`src/rtl/datapath_exec_unit_pkg.sv`:
```
// Shared encodings for the execution datapath: ALU op codes, operand-B select,
// multiplier FSM states and the immediate field-width table.
package datapath_exec_pkg;

    typedef enum logic [3:0] {
        ALU_ADD = 4'd0,
        ALU_SUB = 4'd1,
        ALU_AND = 4'd2,
        ALU_OR  = 4'd3,
        ALU_XOR = 4'd4,
        ALU_SLT = 4'd5,
        ALU_SLL = 4'd6,
        ALU_SRL = 4'd7,
        ALU_SRA = 4'd8,
        ALU_MUL = 4'd9
    } alu_op_e;

    typedef enum logic [1:0] {
        SRCB_B    = 2'd0,
        SRCB_IMM  = 2'd1,
        SRCB_TWO  = 2'd2,
        SRCB_ZERO = 2'd3
    } srcb_e;

    typedef enum logic {
        ST_IDLE = 1'b0,
        ST_RUN  = 1'b1
    } mul_state_e;

    localparam int IR_W = 16;

    function automatic logic [4:0] imm_width(input logic [1:0] num_bits);
        logic [4:0] w;
        case (num_bits)
            2'd0:    w = 5'd4;
            2'd1:    w = 5'd6;
            2'd2:    w = 5'd8;
            default: w = 5'd12;
        endcase
        return w;
    endfunction

endpackage

```
`src/rtl/datapath_exec_unit_if.sv`:
```
// Control/data bundle between the control FSM (master) and the execution datapath (slave).
interface datapath_exec_unit_if #(
    parameter int DATA_W = 16
);
    logic [15:0]       instruction;
    logic              instrWrite;
    logic [DATA_W-1:0] PC;
    logic [DATA_W-1:0] dataWrite;
    logic              regWrite;
    logic              DOrS;
    logic              ALUSrcA;
    logic [1:0]        ALUSrcB;
    logic [3:0]        ALUOp;
    logic [1:0]        numBits;
    logic              immShift;
    logic              start;
    logic [DATA_W-1:0] ALUOut;
    logic [DATA_W-1:0] A;
    logic [DATA_W-1:0] B;
    logic [DATA_W-1:0] immGen;
    logic              zero;
    logic              overflow;
    logic              busy;
    logic              done;

    modport master (
        output instruction, instrWrite, PC, dataWrite, regWrite, DOrS,
               ALUSrcA, ALUSrcB, ALUOp, numBits, immShift, start,
        input  ALUOut, A, B, immGen, zero, overflow, busy, done
    );

    modport slave (
        input  instruction, instrWrite, PC, dataWrite, regWrite, DOrS,
               ALUSrcA, ALUSrcB, ALUOp, numBits, immShift, start,
        output ALUOut, A, B, immGen, zero, overflow, busy, done
    );
endinterface

```
`src/rtl/datapath_exec_unit_iter_mul.sv`:
```
// Iterative shift-add multiplier retiring MUL_BPC multiplier bits per cycle;
// returns the low DATA_W bits of the product.
module iter_mul
    import datapath_exec_pkg::*;
#(
    parameter int DATA_W  = 16,
    parameter int MUL_BPC = 1
) (
    input  logic              i_clk,
    input  logic              i_rst,
    input  logic              i_start,
    input  logic [DATA_W-1:0] i_a,
    input  logic [DATA_W-1:0] i_b,
    output logic              o_busy,
    output logic              o_done,
    output logic              o_last,
    output logic [DATA_W-1:0] o_product
);

    localparam int ITERS = DATA_W / MUL_BPC;
    localparam int CNT_W = $clog2(ITERS + 1);

    mul_state_e        r_state;
    mul_state_e        w_state_next;
    logic              w_load;
    logic              w_finish;
    logic [DATA_W-1:0] r_acc;
    logic [DATA_W-1:0] r_mcand;
    logic [DATA_W-1:0] r_mplier;
    logic [CNT_W-1:0]  r_cnt;
    logic              r_done;
    logic [DATA_W-1:0] w_acc_step;

    always_ff @(posedge i_clk) begin
        if (i_rst) begin
            r_state <= ST_IDLE;
        end else begin
            r_state <= w_state_next;
        end
    end

    always_comb begin
        w_state_next = r_state;
        w_load       = 1'b0;
        w_finish     = 1'b0;
        case (r_state)
            ST_IDLE: begin
                if (i_start) begin
                    w_state_next = ST_RUN;
                    w_load       = 1'b1;
                end
            end
            ST_RUN: begin
                if (r_cnt == CNT_W'(ITERS - 1)) begin
                    w_state_next = ST_IDLE;
                    w_finish     = 1'b1;
                end
            end
            default: w_state_next = ST_IDLE;
        endcase
    end

    // One step adds MUL_BPC shifted partial products; the product leaves this
    // combinationally so it lands in ALUOut on the same edge done rises.
    always_comb begin
        w_acc_step = r_acc;
        for (int unsigned k = 0; k < MUL_BPC; k++) begin
            if (r_mplier[k]) begin
                w_acc_step = w_acc_step + (r_mcand << k);
            end
        end
    end

    always_ff @(posedge i_clk) begin
        if (i_rst) begin
            r_acc    <= '0;
            r_mcand  <= '0;
            r_mplier <= '0;
            r_cnt    <= '0;
            r_done   <= 1'b0;
        end else begin
            r_done <= w_finish;
            if (w_load) begin
                r_acc    <= '0;
                r_mcand  <= i_a;
                r_mplier <= i_b;
                r_cnt    <= '0;
            end else if (r_state == ST_RUN) begin
                r_acc    <= w_acc_step;
                r_mcand  <= r_mcand << MUL_BPC;
                r_mplier <= r_mplier >> MUL_BPC;
                r_cnt    <= r_cnt + 1'b1;
            end
        end
    end

    assign o_busy    = (r_state == ST_RUN);
    assign o_done    = r_done;
    assign o_last    = w_finish;
    assign o_product = w_acc_step;

endmodule

```
`src/rtl/datapath_exec_unit.sv`:
```
// Multicycle execution datapath: IR, write-through register file, immediate
// generator, A/B latches, ALU with flags, ALUOut and an iterative multiplier.
module datapath_exec_unit
    import datapath_exec_pkg::*;
#(
    parameter int DATA_W   = 16,
    parameter int NUM_REGS = 8,
    parameter int MUL_BPC  = 1
) (
    input logic                 CLK,
    input logic                 RST,
    datapath_exec_unit_if.slave bus
);

    localparam int RA_W = $clog2(NUM_REGS);
    localparam int SH_W = $clog2(DATA_W);
    localparam int MSB  = DATA_W - 1;

    logic [IR_W-1:0]   r_ir;
    logic [DATA_W-1:0] r_regs [NUM_REGS];
    logic [DATA_W-1:0] r_a;
    logic [DATA_W-1:0] r_b;
    logic [DATA_W-1:0] r_alu_out;
    logic              r_ovf;

    logic [RA_W-1:0]   w_rd;
    logic [RA_W-1:0]   w_rs1;
    logic [RA_W-1:0]   w_rs2;
    logic [RA_W-1:0]   w_wr_idx;
    logic              w_wr_en;
    logic              w_unused_ir;
    logic [4:0]        w_imm_w;
    logic [31:0]       w_ir_ext;
    logic [DATA_W-1:0] w_imm_sext;
    logic [DATA_W-1:0] w_imm;
    logic [DATA_W-1:0] w_op_a;
    logic [DATA_W-1:0] w_op_b;
    logic [SH_W-1:0]   w_shamt;
    logic [DATA_W-1:0] w_sum;
    logic [DATA_W-1:0] w_diff;
    logic [DATA_W-1:0] w_result;
    logic              w_ovf;
    logic              w_is_addsub;
    logic              w_is_mul;
    logic              w_mul_start;
    logic              w_mul_busy;
    logic              w_mul_done;
    logic              w_mul_last;
    logic [DATA_W-1:0] w_mul_product;

    assign w_rd        = r_ir[11 -: RA_W];
    assign w_rs1       = r_ir[11 - RA_W -: RA_W];
    assign w_rs2       = r_ir[11 - 2*RA_W -: RA_W];
    assign w_unused_ir = ^r_ir[15:12];

    always_ff @(posedge CLK) begin
        if (RST) begin
            r_ir <= '0;
        end else if (bus.instrWrite) begin
            r_ir <= bus.instruction;
        end
    end

    always_comb begin
        w_imm_w    = imm_width(bus.numBits);
        w_ir_ext   = 32'(r_ir[11:0]);
        w_imm_sext = '0;
        for (int unsigned i = 0; i < DATA_W; i++) begin
            w_imm_sext[i] = (i < 32'(w_imm_w)) ? w_ir_ext[i] : w_ir_ext[w_imm_w - 5'd1];
        end
        w_imm = bus.immShift ? {w_imm_sext[DATA_W-2:0], 1'b0} : w_imm_sext;
    end

    // r0 is never written, so it reads zero from reset onward.
    assign w_wr_idx = bus.DOrS ? w_rs2 : w_rd;
    assign w_wr_en  = bus.regWrite && (w_wr_idx != '0);

    always_ff @(posedge CLK) begin
        if (RST) begin
            for (int unsigned i = 0; i < NUM_REGS; i++) begin
                r_regs[i] <= '0;
            end
            r_a <= '0;
            r_b <= '0;
        end else begin
            if (w_wr_en) begin
                r_regs[w_wr_idx] <= bus.dataWrite;
            end
            r_a <= (w_wr_en && (w_wr_idx == w_rs1)) ? bus.dataWrite : r_regs[w_rs1];
            r_b <= (w_wr_en && (w_wr_idx == w_rs2)) ? bus.dataWrite : r_regs[w_rs2];
        end
    end

    always_comb begin
        w_op_a = bus.ALUSrcA ? bus.PC : r_a;
        case (srcb_e'(bus.ALUSrcB))
            SRCB_B:   w_op_b = r_b;
            SRCB_IMM: w_op_b = w_imm;
            SRCB_TWO: w_op_b = DATA_W'(2);
            default:  w_op_b = '0;
        endcase
    end

    assign w_shamt = w_op_b[SH_W-1:0];

    always_comb begin
        w_sum    = w_op_a + w_op_b;
        w_diff   = w_op_a - w_op_b;
        w_result = '0;
        w_ovf    = 1'b0;
        case (alu_op_e'(bus.ALUOp))
            ALU_ADD: begin
                w_result = w_sum;
                w_ovf    = (w_op_a[MSB] == w_op_b[MSB]) && (w_sum[MSB] != w_op_a[MSB]);
            end
            ALU_SUB: begin
                w_result = w_diff;
                w_ovf    = (w_op_a[MSB] != w_op_b[MSB]) && (w_diff[MSB] != w_op_a[MSB]);
            end
            ALU_AND: w_result = w_op_a & w_op_b;
            ALU_OR:  w_result = w_op_a | w_op_b;
            ALU_XOR: w_result = w_op_a ^ w_op_b;
            ALU_SLT: w_result = {{(DATA_W-1){1'b0}}, $signed(w_op_a) < $signed(w_op_b)};
            ALU_SLL: w_result = w_op_a << w_shamt;
            ALU_SRL: w_result = w_op_a >> w_shamt;
            ALU_SRA: w_result = $unsigned($signed(w_op_a) >>> w_shamt);
            default: w_result = '0;
        endcase
    end

    assign w_is_addsub = (bus.ALUOp == ALU_ADD) || (bus.ALUOp == ALU_SUB);
    assign w_is_mul    = (bus.ALUOp == ALU_MUL);
    assign w_mul_start = bus.start && w_is_mul;

    iter_mul #(
        .DATA_W  (DATA_W),
        .MUL_BPC (MUL_BPC)
    ) u_mul (
        .i_clk     (CLK),
        .i_rst     (RST),
        .i_start   (w_mul_start),
        .i_a       (w_op_a),
        .i_b       (w_op_b),
        .o_busy    (w_mul_busy),
        .o_done    (w_mul_done),
        .o_last    (w_mul_last),
        .o_product (w_mul_product)
    );

    // MUL is never a single-cycle result: ALUOut holds from launch until the product lands.
    always_ff @(posedge CLK) begin
        if (RST) begin
            r_alu_out <= '0;
            r_ovf     <= 1'b0;
        end else if (w_mul_last) begin
            r_alu_out <= w_mul_product;
        end else if (!w_mul_busy && !w_is_mul) begin
            r_alu_out <= w_result;
            if (w_is_addsub) begin
                r_ovf <= w_ovf;
            end
        end
    end

    assign bus.ALUOut   = r_alu_out;
    assign bus.A        = r_a;
    assign bus.B        = r_b;
    assign bus.immGen   = w_imm;
    assign bus.zero     = (r_alu_out == '0);
    assign bus.overflow = r_ovf;
    assign bus.busy     = w_mul_busy;
    assign bus.done     = w_mul_done;

endmodule

```
`src/flat_wrapper.sv`:
```
// flat-port wrapper written by rule: the top's interface ports become plain ports
module datapath_exec_unit_flat import datapath_exec_pkg::*;
#(
    parameter int DATA_W   = 16,
    parameter int NUM_REGS = 8,
    parameter int MUL_BPC  = 1
)
  (CLK, RST, bus_instruction, bus_instrWrite, bus_PC, bus_dataWrite, bus_regWrite, bus_DOrS, bus_ALUSrcA, bus_ALUSrcB, bus_ALUOp, bus_numBits, bus_immShift, bus_start, bus_ALUOut, bus_A, bus_B, bus_immGen, bus_zero, bus_overflow, bus_busy, bus_done);
  datapath_exec_unit_if #(.DATA_W(DATA_W)) bus_i ();
  input logic CLK;
  input logic RST;
  input wire logic [$bits(bus_i.instruction)-1:0] bus_instruction;
  input wire logic [$bits(bus_i.instrWrite)-1:0] bus_instrWrite;
  input wire logic [$bits(bus_i.PC)-1:0] bus_PC;
  input wire logic [$bits(bus_i.dataWrite)-1:0] bus_dataWrite;
  input wire logic [$bits(bus_i.regWrite)-1:0] bus_regWrite;
  input wire logic [$bits(bus_i.DOrS)-1:0] bus_DOrS;
  input wire logic [$bits(bus_i.ALUSrcA)-1:0] bus_ALUSrcA;
  input wire logic [$bits(bus_i.ALUSrcB)-1:0] bus_ALUSrcB;
  input wire logic [$bits(bus_i.ALUOp)-1:0] bus_ALUOp;
  input wire logic [$bits(bus_i.numBits)-1:0] bus_numBits;
  input wire logic [$bits(bus_i.immShift)-1:0] bus_immShift;
  input wire logic [$bits(bus_i.start)-1:0] bus_start;
  output wire logic [$bits(bus_i.ALUOut)-1:0] bus_ALUOut;
  output wire logic [$bits(bus_i.A)-1:0] bus_A;
  output wire logic [$bits(bus_i.B)-1:0] bus_B;
  output wire logic [$bits(bus_i.immGen)-1:0] bus_immGen;
  output wire logic [$bits(bus_i.zero)-1:0] bus_zero;
  output wire logic [$bits(bus_i.overflow)-1:0] bus_overflow;
  output wire logic [$bits(bus_i.busy)-1:0] bus_busy;
  output wire logic [$bits(bus_i.done)-1:0] bus_done;
  assign bus_i.instruction = bus_instruction;
  assign bus_i.instrWrite = bus_instrWrite;
  assign bus_i.PC = bus_PC;
  assign bus_i.dataWrite = bus_dataWrite;
  assign bus_i.regWrite = bus_regWrite;
  assign bus_i.DOrS = bus_DOrS;
  assign bus_i.ALUSrcA = bus_ALUSrcA;
  assign bus_i.ALUSrcB = bus_ALUSrcB;
  assign bus_i.ALUOp = bus_ALUOp;
  assign bus_i.numBits = bus_numBits;
  assign bus_i.immShift = bus_immShift;
  assign bus_i.start = bus_start;
  assign bus_ALUOut = bus_i.ALUOut;
  assign bus_A = bus_i.A;
  assign bus_B = bus_i.B;
  assign bus_immGen = bus_i.immGen;
  assign bus_zero = bus_i.zero;
  assign bus_overflow = bus_i.overflow;
  assign bus_busy = bus_i.busy;
  assign bus_done = bus_i.done;
  datapath_exec_unit #(.DATA_W(DATA_W), .NUM_REGS(NUM_REGS), .MUL_BPC(MUL_BPC)) u_core (.CLK(CLK), .RST(RST), .bus(bus_i));
endmodule
```
`config.mk`:
```
export PLATFORM = sky130hd
export DESIGN_NAME = datapath_exec_unit_flat
export DESIGN_NICKNAME = d
export VERILOG_FILES = /design/src/rtl/datapath_exec_unit_pkg.sv /design/src/rtl/datapath_exec_unit_if.sv /design/src/rtl/datapath_exec_unit_iter_mul.sv /design/src/rtl/datapath_exec_unit.sv /design/src/flat_wrapper.sv
export SDC_FILE = /design/constraint.sdc
export NUM_CORES = 1
export LEC_CHECK = 0
export ABC_CLOCK_PERIOD_IN_PS = 9600
export CORE_MARGIN = 3
export CORE_UTILIZATION = 40
export CTS_BUF_LIST = sky130_fd_sc_hd__clkbuf_8
export DETAILED_ROUTE_END_ITERATION = 16
export GPL_TIMING_DRIVEN = 0
export PLACE_DENSITY = 0.69
export SETUP_SLACK_MARGIN = 0.5
export SLEW_MARGIN = 15
export SYNTH_ARGS = -nofsm -noshare
export SYNTH_HDL_FRONTEND = slang
export SYNTH_SLANG_ARGS = --single-unit
```
`constraint.sdc`:
```
create_clock -name CLK -period 9.6 [get_ports CLK]
set_input_delay 1.44 -clock CLK [delete_from_list [all_inputs] [get_ports CLK]]
set_output_delay 1.44 -clock CLK [all_outputs]
set_load 0.02 [all_outputs]
```
==> results of run 1 <==
critical path: stages:
cell             delay (ps)
clkdlybuf4s50_1         570
inv_1                   120
ha_1                    360
mux4_2                  340
nor2b_1                 210
o21a_1                  140
clkbuf_1                360
nor2_1                  150
a211oi_1                620
mux2i_1                 160
nor2_1                  410
inv_1                   130
ha_1                    300
buf_2                   210
nor2b_1                  90
a211oi_1                460
or3b_1                  450
and4_1                  240
o31ai_1                 560
xnor2_1                 180
nor2_1                   60
nor4_1                  830
o211ai_1                210
placed cells by master (no fill, tap or decap), types with 11 or more instances in the layout:
cell type / instances
a211oi_1: 63
a21oi_1: 115
a221oi_1: 27
a22oi_1: 13
a31oi_1: 17
and2_1: 120
buf_1: 23
clkbuf_1: 92
clkbuf_8: 47
clkdlybuf4s50_1: 122
conb_1: 16
dfxtp_1: 116
edfxtp_1: 128
ha_1: 72
inv_1: 68
mux2_2: 12
mux2i_1: 112
mux4_2: 67
nand2_1: 127
nand2b_1: 16
nand3_1: 27
nor2_1: 203
nor2b_1: 12
nor3_1: 27
o211ai_1: 13
o21ai_0: 57
o22ai_1: 11
o31ai_1: 24
or2_2: 11
or3_1: 11
xnor2_1: 26
cells in the mapped netlist, types with 10 or more instances:
library cell	count	share of area, %
nand2_1	127	2.8
o21ai_0	57	1.7
nor2_1	203	4.5
a31oi_1	17	0.63
nor3_1	28	0.83
dfxtp_1	116	14
o31ai_1	24	1.1
a22oi_1	13	0.58
edfxtp_1	128	23
or3_1	11	0.41
buf_1	23	0.51
xor2_1	10	0.52
ha_1	72	5.3
a21oi_1	115	3.4
nand3_1	27	0.80
a21o_1	10	0.45
or2_2	11	0.41
mux4_2	67	9.0
xnor2_1	26	1.4
a211oi_1	63	2.8
o22ai_1	11	0.41
nand2b_1	16	0.59
mux2_2	12	0.80
mux2i_1	119	7.1
a221oi_1	27	1.4
o211ai_1	13	0.58
nor2b_1	12	0.45
inv_1	59	1.3
clkbuf_1	92	2.0
and2_1	120	4.5
flip-flops by register name (all words and copies together), names as in the netlist:
signal	cells
u_core.bus.A	16
u_core.bus.ALUOut	16
u_core.bus.B	16
u_core.bus.overflow	1
u_core.r_ir	12
u_core.r_regs	128
u_core.u_mul.o_busy	1
u_core.u_mul.o_done	1
u_core.u_mul.r_acc	16
u_core.u_mul.r_cnt	5
u_core.u_mul.r_mcand	16
u_core.u_mul.r_mplier	16
per-layer routing:
layer / wire [microns] / vias to the layer above / GRT usage, %
li1: - / 6933 / -
met2: 29700 / 792 / 46.1
met3: 4940 / 203 / 4.84
met5: 9 / - / 0
met1: 24700 / 7400 / 34.3
met4: 3350 / 2 / 13.5
layout make-up:
class	count	area share [%]
diodes	1	0.0127
plain buffers	130	2.69
clock buffers	47	3.28
clock inverters	29	1.11
inverters	64	1.28
multi-input cells	1349	50.7
flip-flops and latches	244	31.3
well taps	532	3.38
repair buffers	122	6.20
cells by family (layout without fill, tap and decap cells):
group                    Yosys count  count (layout)
flip-flops                       244             244
XOR/XNOR                          36              36
adder cells (fa/ha/maj)           75              75
buffers and inverters            194             392
AND/OR/NAND/NOR                  600             600
AO/OA/AOI/OAI                    423             423
multiplexers                     199             199
other                              1              17
power groups by stage:
stage                     Combinational [W]  Clock (W)  Sequential [W]
after floorplan                    0.000434          0         0.00122
after global placement             0.000727          0         0.00121
after detailed placement           0.000733          0         0.00122
after CTS                          0.000736    0.00100         0.00119
after global routing               0.000797    0.00106         0.00120
final                              0.000755   0.000988         0.00119
through the flow:
step,area [sq um],total power (W)
floorplan,16900,0.00165
global placement,18800,0.00194
detailed placement,18800,0.00195
CTS,19700,0.00293
global route,19700,0.00306
finish,19700,0.00294
how the worst max path moves through the flow:
stage | startpoint | endpoint | slack (ps) | cells past startpoint
after detailed placement | bus_numBits[0] | u_core.bus.ALUOut[15]$_SDFFE_PP0P_ | 980 | 23
after CTS | bus_numBits[0] | u_core.bus.ALUOut[15]$_SDFFE_PP0P_ | 1600 | 23
after floorplan | bus_numBits[0] | u_core.bus.ALUOut[15]$_SDFFE_PP0P_ | 3090 | 22
after global placement | bus_numBits[0] | u_core.bus.ALUOut[15]$_SDFFE_PP0P_ | 1050 | 23
after global routing | bus_numBits[0] | u_core.bus.ALUOut[15]$_SDFFE_PP0P_ | 1040 | 23
final | bus_numBits[0] | u_core.bus.ALUOut[15]$_SDFFE_PP0P_ | 1440 | 23
==> results.txt, run 1 <==
Cells with a size suffix above 1 make up 9.57% of the layout. Subtracting the final worst setup slack from the clock period gives 8160 ps. Static timing analysis puts the maximum clock frequency at 0.123 GHz.

TritonCTS built the clock tree. The average instance area after synthesis works out to 9.51 sq um. The max-cap check violation count is 0.

In the routed layout, each cell is associated on average with a via count of 6.09. Entering global routing, the biggest net connects 17 pins. The tools report the count of nets left with antenna violations after detail routing as 0. The run gives 44600 sq um as the full die area. For the final number of setup-violating endpoints, the log shows 0.

By area, the combinational part of the netlist is dominated by simple AND/OR/NAND/NOR gates. The post-synthesis compound-gate area fraction was 16.9%. The worst setup path is captured at a flop. Critical path start-end classification: in2reg. For flop-to-flop paths, the worst setup slack is 2460 ps. The detailed-placement wirelength estimate came out at 49900 microns.

Before antenna repair, the detailed router went through 5 iterations. The tools report the overall fraction of global-route tracks in use as 27.4%. The internal power of the cells totals 0.00197 W. In this run the standard cell core region covers 41200 sq um. Along the worst hold path, the cell count comes to 2. Of the total synthesized cell area, the portion taken by XOR and XNOR cells is 1.87%. The I/O pin count was 132. The tools report the initial antenna violation count as 2.

For the final standard cell count with taps included and fillers excluded, the log shows 2518. After clock tree synthesis, the setup repair step added 0 buffers. After synthesis the cells add up to 16800 sq um. Data arrives at the worst endpoint at 8620 ps. The run gives 0 as the leftover overflow at the end of global routing. For this block, the routed nets add up to 62700 microns of wire.

The number of synthesized register bits works out to 244. Across the whole layout, storage elements account for 6170 sq um. The detailed router finished its first iteration with 1541 violations.

After detailed routing, the average wire length per cell comes to 24.9 microns. For the worst flop-to-flop path, the logic depth is 21. The worst setup path is launched from an input pin.

The tree is rooted in a clkbuf_8. The number of hold violations in the final report was 0; the number of fillers in the final layout was 3801. For this configuration, the core starts out at a cell density of 40.9%.

Buffers inserted to repair hold after CTS numbered 0. For the post-placement worst setup slack, the log shows 981 ps. Data on the critical path is required at its endpoint by 10060 ps.

Of the synthesized area, sequential elements account for 36.6%. The total number of vias is 15.3k. The number of global-route vias before repair was 15.0k; the largest buffer count on any clock path was 3. In this run the vertical extent of the chip is 211 microns. Switching share of total power: 33.0%. In this run the critical register-to-register path is launched from u_core.r_ir[7]$_SDFFE_PP0P_. Critical hold path startpoint: u_core.u_mul.r_mplier[10]$_SDFFE_PP0P_.

The capture endpoint of the worst hold path was u_core.u_mul.r_mplier[9]$_SDFFE_PP0P_. After synthesis, the share of flip-flops with an asynchronous set or reset is 0%. Compared with the post-synthesis result, the final layout area differs by 16.9%. The tools report the final sum of negative setup slack as 0 ps. Setup repair after global routing left no endpoint under its margin. Between clock sinks in the finished design, the worst skew comes to 43.3 ps. The combinational group share of total power is 25.7%, and the number of port buffers is 122.

The row count was 74. The die is 211 microns wide. In the synthesized netlist the dominant register cell turns out to be edfxtp_1.

Setup slack closes at 1440 ps. The run gives 7.32 nW as the leakage power. Synthesized netlist cell count: 1772. The run gives 9990 sq um as the area used by multi-input combinational logic. The logs give 0 for the number of max-slew violations in the final report and 244 for the number of clock sinks.

Final weighted congestion in routability-driven placement: 1.02. Endpoint of the lowest-slack register-to-register path: u_core.bus.ALUOut[15]$_SDFFE_PP0P_. The flow ran to the end, and the final reports show no timing, DRC or antenna violations. The period utilization came out at 85.0%. After synthesis, the netlist uses 87 different library cells. After Yosys synthesis, full adders, half adders and majority gates account for 5.70% of the synthesized area. The worst-margin pin slew works out to 1250 ps. Maximum fanout along the worst path: 10. The net count of the finished layout is 2093. The first global-routing pass estimated 92900 microns of wire.

The synthesized design contains 128 enable-type register cells. For this run, the number of Yosys warnings is 0. At the end of the flow the core is filled with cells to 47.8%.

Post-CTS repair changed the size of 0 cells. The total net switching power was 0.000969 W. Multiplexer cells account for 16.9% of the synthesized area. The portion of total power attributed to the clock network is 33.6%, and the final-layout worst hold slack is 470 ps. The tools report the cell count after placement as 2441. Headroom to the max-slew limit came out at 14.5%. The later-pin clock latency in the skew report is 610 ps, and the number of clock buffers inserted by TritonCTS is 43.

The type of the most critical hold path was reg2reg. Dividing total power by cell area gives a power density of 149 nW/um^2. Summing the areas of all and, or, nand and nor instances in the mapped netlist gives 17.3% of the synthesized area. The worst-case IR drop observed on VDD is 0.105 mV. Clock-pin slew was measured on the worst setup and hold paths at 60 ps. In this run, flip-flops and latches consume 40.7% of the power.

The H-tree was split into 2 levels. For this run, design rule violations remaining after detail routing come to 0.
Power figures use the tool's default switching activity.
==> run 2: changes to the inputs <==
--- a/config.mk
+++ b/config.mk
@@ -6,7 +6,6 @@
 export NUM_CORES = 1
 export LEC_CHECK = 0
 export ABC_CLOCK_PERIOD_IN_PS = 9600
-export CORE_MARGIN = 3
 export CORE_UTILIZATION = 40
 export CTS_BUF_LIST = sky130_fd_sc_hd__clkbuf_8
 export DETAILED_ROUTE_END_ITERATION = 16
==> run 2 against run 1 <==
Effect of this change: wire length grew 2.6%; clock power down 1%; register-to-register slack lost 170 ps; first-iteration DRC count decreased by 14%; cell area down 0.13%; combinational power up 1%; clock-buffer cell count increased by 3; die area shrank 3.8%; flip-flop and latch count stayed put; clock skew is 5.7 ps lower; worst setup slack lost 150 ps; critical endpoint is now u_core.bus.ALUOut[14]$_SDFFE_PP0P_; largest cell class unchanged; largest power group unchanged.
==> results.txt, run 2 (synthesis gave the netlist of run 1 again) <==
The starting density of the core was 40.9% (unchanged); the worst-case vdd ir drop was 0.132 mV (was 0.105 mV). For the endpoint arrival time on the critical path, the log shows 8780 ps (was 8620 ps). Full die area: 43000 sq um (was 44600 sq um).

The CTS clock-pin slew for the worst setup and hold paths was 60 ps (about the same). The maximum fanout along the worst path is 11 (was 10), and the total power per unit cell area is 149 nW/um^2 (about the same). The tools report the number of clock sinks as 244 (unchanged).

The logs give 37.6 ps (was 43.3 ps) for the clock skew and 3 (unchanged) for the largest buffer count on any clock path. The logs give 0 (unchanged) for the leftover overflow at the end of global routing and 1290 ps (was 1440 ps) for the slack of the critical path. The count of nets left with antenna violations after detail routing came out at 0 (unchanged). TritonCTS built the clock tree. The post-cts hold buffer count was 0 (unchanged); the average detailed-routed wire length per instance was 25.5 microns (was 24.9 microns). The final critical path time including I/O delays and setup is 8310 ps (was 8160 ps), and the row count is 74 (unchanged). The tools report the number of clock buffers inserted by TritonCTS as 43 (unchanged). The tools report the leakage power as 7.31 nW (was 7.32 nW). The logs give 0 (unchanged) for the final number of setup-violating endpoints and 0 (was 1) for the antenna diode count.

The worst-margin pin slew came out at 1320 ps (was 1250 ps). The overall fraction of global-route tracks in use was 29.6% (was 27.4%). The later-pin clock latency in the skew report was 620 ps (was 610 ps). The tools report the total setup buffers inserted after CTS as 0 (unchanged).

For the wire length of the first global-routing pass, the log shows 95500 microns (was 92900 microns). The register with the most flip-flops is u_core.r_regs (unchanged). The run gives 1326 (was 1541) as the number of DRC markers after the initial detailed-route iteration. The maximum cell stage delay along the critical path was 870 ps (was 830 ps); the max-cap check violation count was 0 (unchanged). The relative max-transition margin was 10.0% (was 14.5%). The final sum of negative setup slack is 0 ps (unchanged). The standard cell with the maximum stage delay on the critical path is o41ai_1 (was nor4_1). The run gives 10070 ps (was 10060 ps) as the data required time of the critical path. The detail-routed via count per cell works out to 6.08 (was 6.09). The number of max-slew violations in the final report is 0 (unchanged), and the number of port buffers is 122 (unchanged). The total number of vias is 15.3k (about the same). Critical path start-end classification: in2reg (unchanged). For the number of H-tree levels, the log shows 2 (unchanged). The tools report the critical path capture point type as a flop (unchanged). The cell area after placement is 18800 sq um (about the same).

The fraction of layout instances using a drive strength above 1 works out to 9.33% (was 9.57%). The flow ran to the end, and the final reports show no timing, DRC or antenna violations. The logs give 51100 microns (was 49900 microns) for the detailed-placement wirelength estimate and 41200 sq um (unchanged) for the area inside the core boundary. The final net count is 2093 (unchanged), and the post-route cell area is 19700 sq um (about the same). The number of hold violations in the final report is 0 (unchanged), and the number of flip-flops in the largest register is 128 (unchanged).

Setup repair after global routing left no endpoint under its margin. The area added between synthesis and finish came out at 16.7% (was 16.9%). The initial antenna violation count was 3 (was 2). For the final weighted congestion in routability-driven placement, the log shows 1.02 (about the same). The type of the most critical hold path is reg2reg (unchanged).

The pin count of the biggest net entering global routing came out at 17 (unchanged). The number of optimization iterations in the first detailed-route pass is 6 (was 5). The period utilization came out at 86.6% (was 85.0%). The die width is 207 microns (was 211 microns), and the I/O pin count is 132 (unchanged).

The tools report the post-placement worst setup slack as 917 ps (was 981 ps). Die outline height: 207 microns (was 211 microns). Kind of cell adding the most delay to the critical path: compound AO/OA/AOI/OAI gates (was simple AND/OR/NAND/NOR gates). Cells traversed along the worst timing path: clkdlybuf4s50_1 > ha_1 > buf_2 > or3b_1 > clkbuf_1 > a32oi_1 > a21boi_4 > clkbuf_1 > buf_1 > ha_1 > or2_2 > a221oi_1 > o211ai_1 > a31oi_1 > a21boi_0 > xnor2_1 > nor2_1 > o41ai_1 > a211oi_1 (was clkdlybuf4s50_1 > inv_1 > ha_1 > mux4_2 > nor2b_1 > o21a_1 > clkbuf_1 > nor2_1 > a211oi_1 > mux2i_1 > nor2_1 > inv_1 > ha_1 > buf_2 > nor2b_1 > a211oi_1 > or3b_1 > and4_1 > o31ai_1 > xnor2_1 > nor2_1 > nor4_1 > o211ai_1).

The overall routed net length came out at 64300 microns (was 62700 microns). Startpoint type of the worst setup path: an input pin (unchanged). For the maximum achievable frequency, the log shows 0.120 GHz (was 0.123 GHz). For the post-cts sizing count, the log shows 0 (unchanged). Clock tree root driver cell: clkbuf_8 (unchanged). The leading cell type in the layout, fill and taps excluded is nor2_1 (unchanged). Top library cells by usage in the layout, fill and taps aside: 203 x nor2_1, 128 x edfxtp_1, 127 x nand2_1 (unchanged). The total design power was 0.00293 W (was 0.00294 W); the sum of buffers and inverters on the critical path was 5 (unchanged). The tools report the number of remaining DRC errors as 0 (unchanged). The tools report the number of global-route vias before repair as 15.1k (was 15.0k).
-- run 2: cell count changes in the layout (fill, tap and decap cells not counted), moves of 2 or more --
cell / before / now
clkbuf_8: 47 / 50
mux2i_1: 112 / 114
mux2i_2: 8 / 6
clkinv_2: 8 / 3
-- run 2: through the flow --
| stage | hold WS, ps | std cells | util [%] |
|---|---|---|---|
| floorplan | 445 | 1787 | - |
| global placement | 458 | 2441 | 45.6 |
| detailed placement | 470 | 2441 | 45.7 |
| CTS | 479 | 2515 | 47.7 |
| global route | 486 | 2515 | 47.7 |
| finish | 478 | 2515 | 47.7 |
-- run 2: tightest hold or removal path, stage by stage, from the launching register on --
cell and delay (ps):
dfxtp_1 310, inv_1 50, a221oi_1 70
-- run 2: power breakdown --
group,internal (W),switching [W]
clock network,0.000528,0.000446
registers,0.00115,0.0000443
logic,0.000285,0.000478
total,0.00196,0.000968
-- run 2: layout make-up --
class | count | area [sq um]
inverter | 64 | 253
timing repair buffer | 122 | 1220
tap | 532 | 666
clock inverter | 24 | 161
clock buffer | 50 | 688
sequential | 244 | 6170
fill | 3843 | 21500
buffer | 130 | 529
multi-input combinational | 1349 | 9980
-- run 2: worst paths after layout --
path / cells past startpoint / startpoint / slack [ps] / to
worst max-delay path: 19 / bus_numBits[1] / 1290 / u_core.bus.ALUOut[14]$_SDFFE_PP0P_
worst min-delay path: 2 / u_core.u_mul.r_mplier[7]$_SDFFE_PP0P_ / 480 / u_core.u_mul.r_mplier[6]$_SDFFE_PP0P_
worst max register to register: 21 / u_core.r_ir[7]$_SDFFE_PP0P_ / 2290 / u_core.bus.ALUOut[15]$_SDFFE_PP0P_
worst min register to register: 2 / u_core.u_mul.r_mplier[7]$_SDFFE_PP0P_ / 480 / u_core.u_mul.r_mplier[6]$_SDFFE_PP0P_
-- run 2: per-layer routing --
layer / vias up / wire length, microns / track usage (%)
li1: 6930 / - / -
met1: 7498 / 25800 / 36.8
met2: 699 / 31000 / 50.2
met3: 155 / 4420 / 4.54
met4: 2 / 3070 / 14.3
met5: - / 14 / 0
==> run 3: changes to the inputs <==
--- a/config.mk
+++ b/config.mk
@@ -5,12 +5,13 @@
 export SDC_FILE = /design/constraint.sdc
 export NUM_CORES = 1
 export LEC_CHECK = 0
-export ABC_CLOCK_PERIOD_IN_PS = 9600
+export ABC_CLOCK_PERIOD_IN_PS = 7200
 export CORE_UTILIZATION = 40
 export CTS_BUF_LIST = sky130_fd_sc_hd__clkbuf_8
 export DETAILED_ROUTE_END_ITERATION = 16
 export GPL_TIMING_DRIVEN = 0
-export PLACE_DENSITY = 0.69
+export PLACE_DENSITY = 0.72
+export RECOVER_POWER = 50
 export SETUP_SLACK_MARGIN = 0.5
 export SLEW_MARGIN = 15
 export SYNTH_ARGS = -nofsm -noshare
==> constraint.sdc (replaced) <==
create_clock -name CLK -period 7.2 [get_ports CLK]
set_input_delay 1.08 -clock CLK [delete_from_list [all_inputs] [get_ports CLK]]
set_output_delay 1.08 -clock CLK [all_outputs]
set_load 0.02 [all_outputs]
==> run 3 against run 2 <==
Effect of this change: register-to-register slack got worse by 900 ps; critical endpoint is now u_core.bus.ALUOut[12]$_SDFFE_PP0P_; highest routed layer unchanged; via count increased by 0.62%; cell area increased by 1.1%; total power increased by 36%; sequential power increased by 34%; wire length about the same; largest power group unchanged; non-clock buffer count increased by 5.
==> results.txt, run 3 (synthesis gave the netlist of run 1 again) <==
The number of max-slew violations in the final report is 0 (unchanged), and the met1 layer wirelength in the final routing is 25300 microns (was 25800 microns). Top library cells by usage in the layout, fill and taps aside: 202 x nor2_1, 128 x edfxtp_1, 127 x nand2_1 (was 203 x nor2_1, 128 x edfxtp_1, 127 x nand2_1). The total power per unit cell area works out to 201 nW/um^2 (was 149 nW/um^2).

TritonCTS built the clock tree. The run finished with clean final reports. The total length of routed met3 wires was 4910 microns (was 4420 microns). The die outline height came out at 207 microns (unchanged). Area used by multi-input combinational logic: 10100 sq um (was 9980 sq um). Number of port buffers: 122 (unchanged).

Leading cell type in the layout, fill and taps excluded: nor2_1 (unchanged). The fraction of layout instances using a drive strength above 1 was 10.5% (was 9.33%). Final standard cell count with taps included and fillers excluded: 2523 (was 2515). The average detailed-routed wire length per instance is 25.5 microns (about the same). The logs give 244 (unchanged) for the number of clock sinks and 31.2 ps (was 37.6 ps) for the clock skew.

The run gives 1627 (was 1326) as the number of DRC markers after the initial detailed-route iteration. The area added between synthesis and finish works out to 18.0% (was 16.7%). The logs give 42 (was 43) for the number of clock buffers inserted by TritonCTS and 624 ps (was 1290 ps) for the slack of the critical path.

Setup repair after global routing could not meet its margin everywhere. The die width was 207 microns (unchanged); the pin count of the biggest net entering global routing was 17 (unchanged). The logs give 51200 microns (was 51100 microns) for the detailed-placement wirelength estimate and 0.150 mV (was 0.132 mV) for the worst-case vdd ir drop.

The initial antenna violation count was 1 (was 3); the full die area was 43000 sq um (unchanged). The critical path start-end classification is in2reg (unchanged). For the data required time of the critical path, the log shows 7660 ps (was 10070 ps). The number of hold violations in the final report came out at 0 (unchanged).

The endpoint arrival time on the critical path was 7030 ps (was 8780 ps). The post-cts hold buffer count is 0 (unchanged). The row count is 74 (unchanged). The share of the core filled with cells in the final layout is 48.2% (was 47.7%), and the leakage power is 7.46 nW (was 7.31 nW).

The relative max-transition margin is 15.8% (was 10.0%). For the number of H-tree levels, the log shows 2 (unchanged). Top routing layer in use: met5 (unchanged).

The register with the most flip-flops was u_core.r_regs (unchanged). The startpoint type of the worst setup path was an input pin (unchanged). Number of flip-flops in the largest register: 128 (unchanged). The worst path in the final design needs a cycle of 6580 ps, including I/O delays and setup. The run gives 64300 microns (about the same) as the overall routed net length. The run gives 41200 sq um (unchanged) as the area inside the core boundary.

The tools report the critical path capture point type as a flop (unchanged). The logs give 0 (unchanged) for the final number of setup-violating endpoints and 0.152 GHz for the maximum achievable frequency. The sum of met2 wire segment lengths after detailed routing is 30700 microns (was 31000 microns), and the leftover overflow at the end of global routing is 0 (unchanged). The logs give 1.01 (was 1.02) for the final weighted congestion in routability-driven placement and 29.2% (was 29.6%) for the overall fraction of global-route tracks in use. The total number of vias is 15.4k (was 15.3k), and the number of optimization iterations in the first detailed-route pass is 6 (unchanged). The final sum of negative setup slack came out at 0 ps (unchanged). The run gives 0 (unchanged) as the number of remaining DRC errors. The footprint of the flip-flops and latches was 6170 sq um (unchanged). Type of the most critical hold path: reg2reg (unchanged). The detail-routed via count per cell came out at 6.10 (was 6.08). The wire length of the first global-routing pass was 95000 microns (was 95500 microns); the worst-margin pin slew was 1260 ps (was 1320 ps). Number of global-route vias before repair: 15.0k (was 15.1k). The post-placement worst setup slack was -1060 ps (was 917 ps). Later-pin clock latency in the skew report: 590 ps (was 620 ps).

The run gives 132 (unchanged) as the I/O pin count. The starting density of the core was 40.9% (unchanged). The number of fillers in the final layout was 3783 (was 3843). Max-cap check violation count: 0 (unchanged).

The count of nets left with antenna violations after detail routing came out at 0 (unchanged). The maximum fanout along the worst path was 11 (unchanged). Clock tree root driver cell: clkbuf_8 (unchanged).

The tools report the largest buffer count on any clock path as 3 (unchanged). The final-layout worst hold slack is 468 ps (was 478 ps), and the period utilization is 91.3%. The cell count after placement was 2443 (was 2441); the CTS clock-pin slew for the worst setup and hold paths was 60 ps (about the same).

The tools report the final net count as 2097 (was 2093).
## run 3: cell types whose count changed in the layout (fill, tap and decap cells not counted), sizes merged
cell           previous run  this run
clkdlybuf4s50           122        69
dlygate4sd3               0        53
bufinv                    2         5
diode                     0         2
buf                      38        39
clkbuf                  142       143
clkinv                   11        12
## run 3: cell type report
| class | count | area share (%) |
|---|---|---|
| tap | 532 | 3.35 |
| multi-input combinational | 1349 | 50.7 |
| buffer | 130 | 2.70 |
| clock inverter | 28 | 1.32 |
| antenna | 2 | 0.0252 |
| inverter | 64 | 1.27 |
| clock buffer | 47 | 3.25 |
| sequential | 244 | 31.0 |
| timing repair buffer | 127 | 6.37 |
## run 3: routing by layer
metal	vias up	track usage, %
met1	7516	36.3
met5	-	0
met2	756	49.2
met3	178	4.75
li1	6927	-
met4	2	14.6
## run 3: what timing repair did
action / 4_1_cts / 5_1_grt
gates resized for setup: 10 / 15
pin swaps: 0 / 1
endpoints found under the setup margin: 7 / 11
setup buffers: 0 / 3
## run 3: path summary, 6_finish.rpt
path | from | endpoint | slack, ps | cells past startpoint
worst max-delay path | bus_numBits[1] | u_core.bus.ALUOut[12]$_SDFFE_PP0P_ | 620 | 20
worst min register to register | u_core.u_mul.r_mplier[7]$_SDFFE_PP0P_ | u_core.u_mul.r_mplier[6]$_SDFFE_PP0P_ | 470 | 2
worst max register to register | u_core.r_ir[7]$_SDFFE_PP0P_ | u_core.bus.ALUOut[15]$_SDFFE_PP0P_ | 1390 | 21
worst min-delay path | u_core.u_mul.r_mplier[7]$_SDFFE_PP0P_ | u_core.u_mul.r_mplier[6]$_SDFFE_PP0P_ | 470 | 2
## run 3: power by group
group          leakage [nW]  switching (W)  total [W]  internal (W)
logic                  4.71       0.000639    0.00102      0.000379
clock network         0.498       0.000600    0.00138      0.000781
registers              2.26      0.0000604    0.00159       0.00153
## run 3: through the flow
step | power [W] | area (sq um)
after floorplan | 0.00220 | 16900
after global placement | 0.00259 | 18800
after detailed placement | 0.00261 | 18800
after CTS | 0.00398 | 19800
after global routing | 0.00412 | 19900
final | 0.00399 | 19900
## run 3: critical path: stages
cell,delay [ps]
clkdlybuf4s50_1,580
inv_1,90
ha_1,250
or4b_1,530
clkbuf_1,180
a32o_1,250
buf_2,220
clkbuf_1,350
clkbuf_2,350
ha_1,310
fa_1,480
or2_2,330
a221oi_2,360
o211ai_1,200
a31oi_1,380
a22oi_1,190
xnor2_1,370
o22ai_1,160
nor4b_2,270
nor4b_1,80
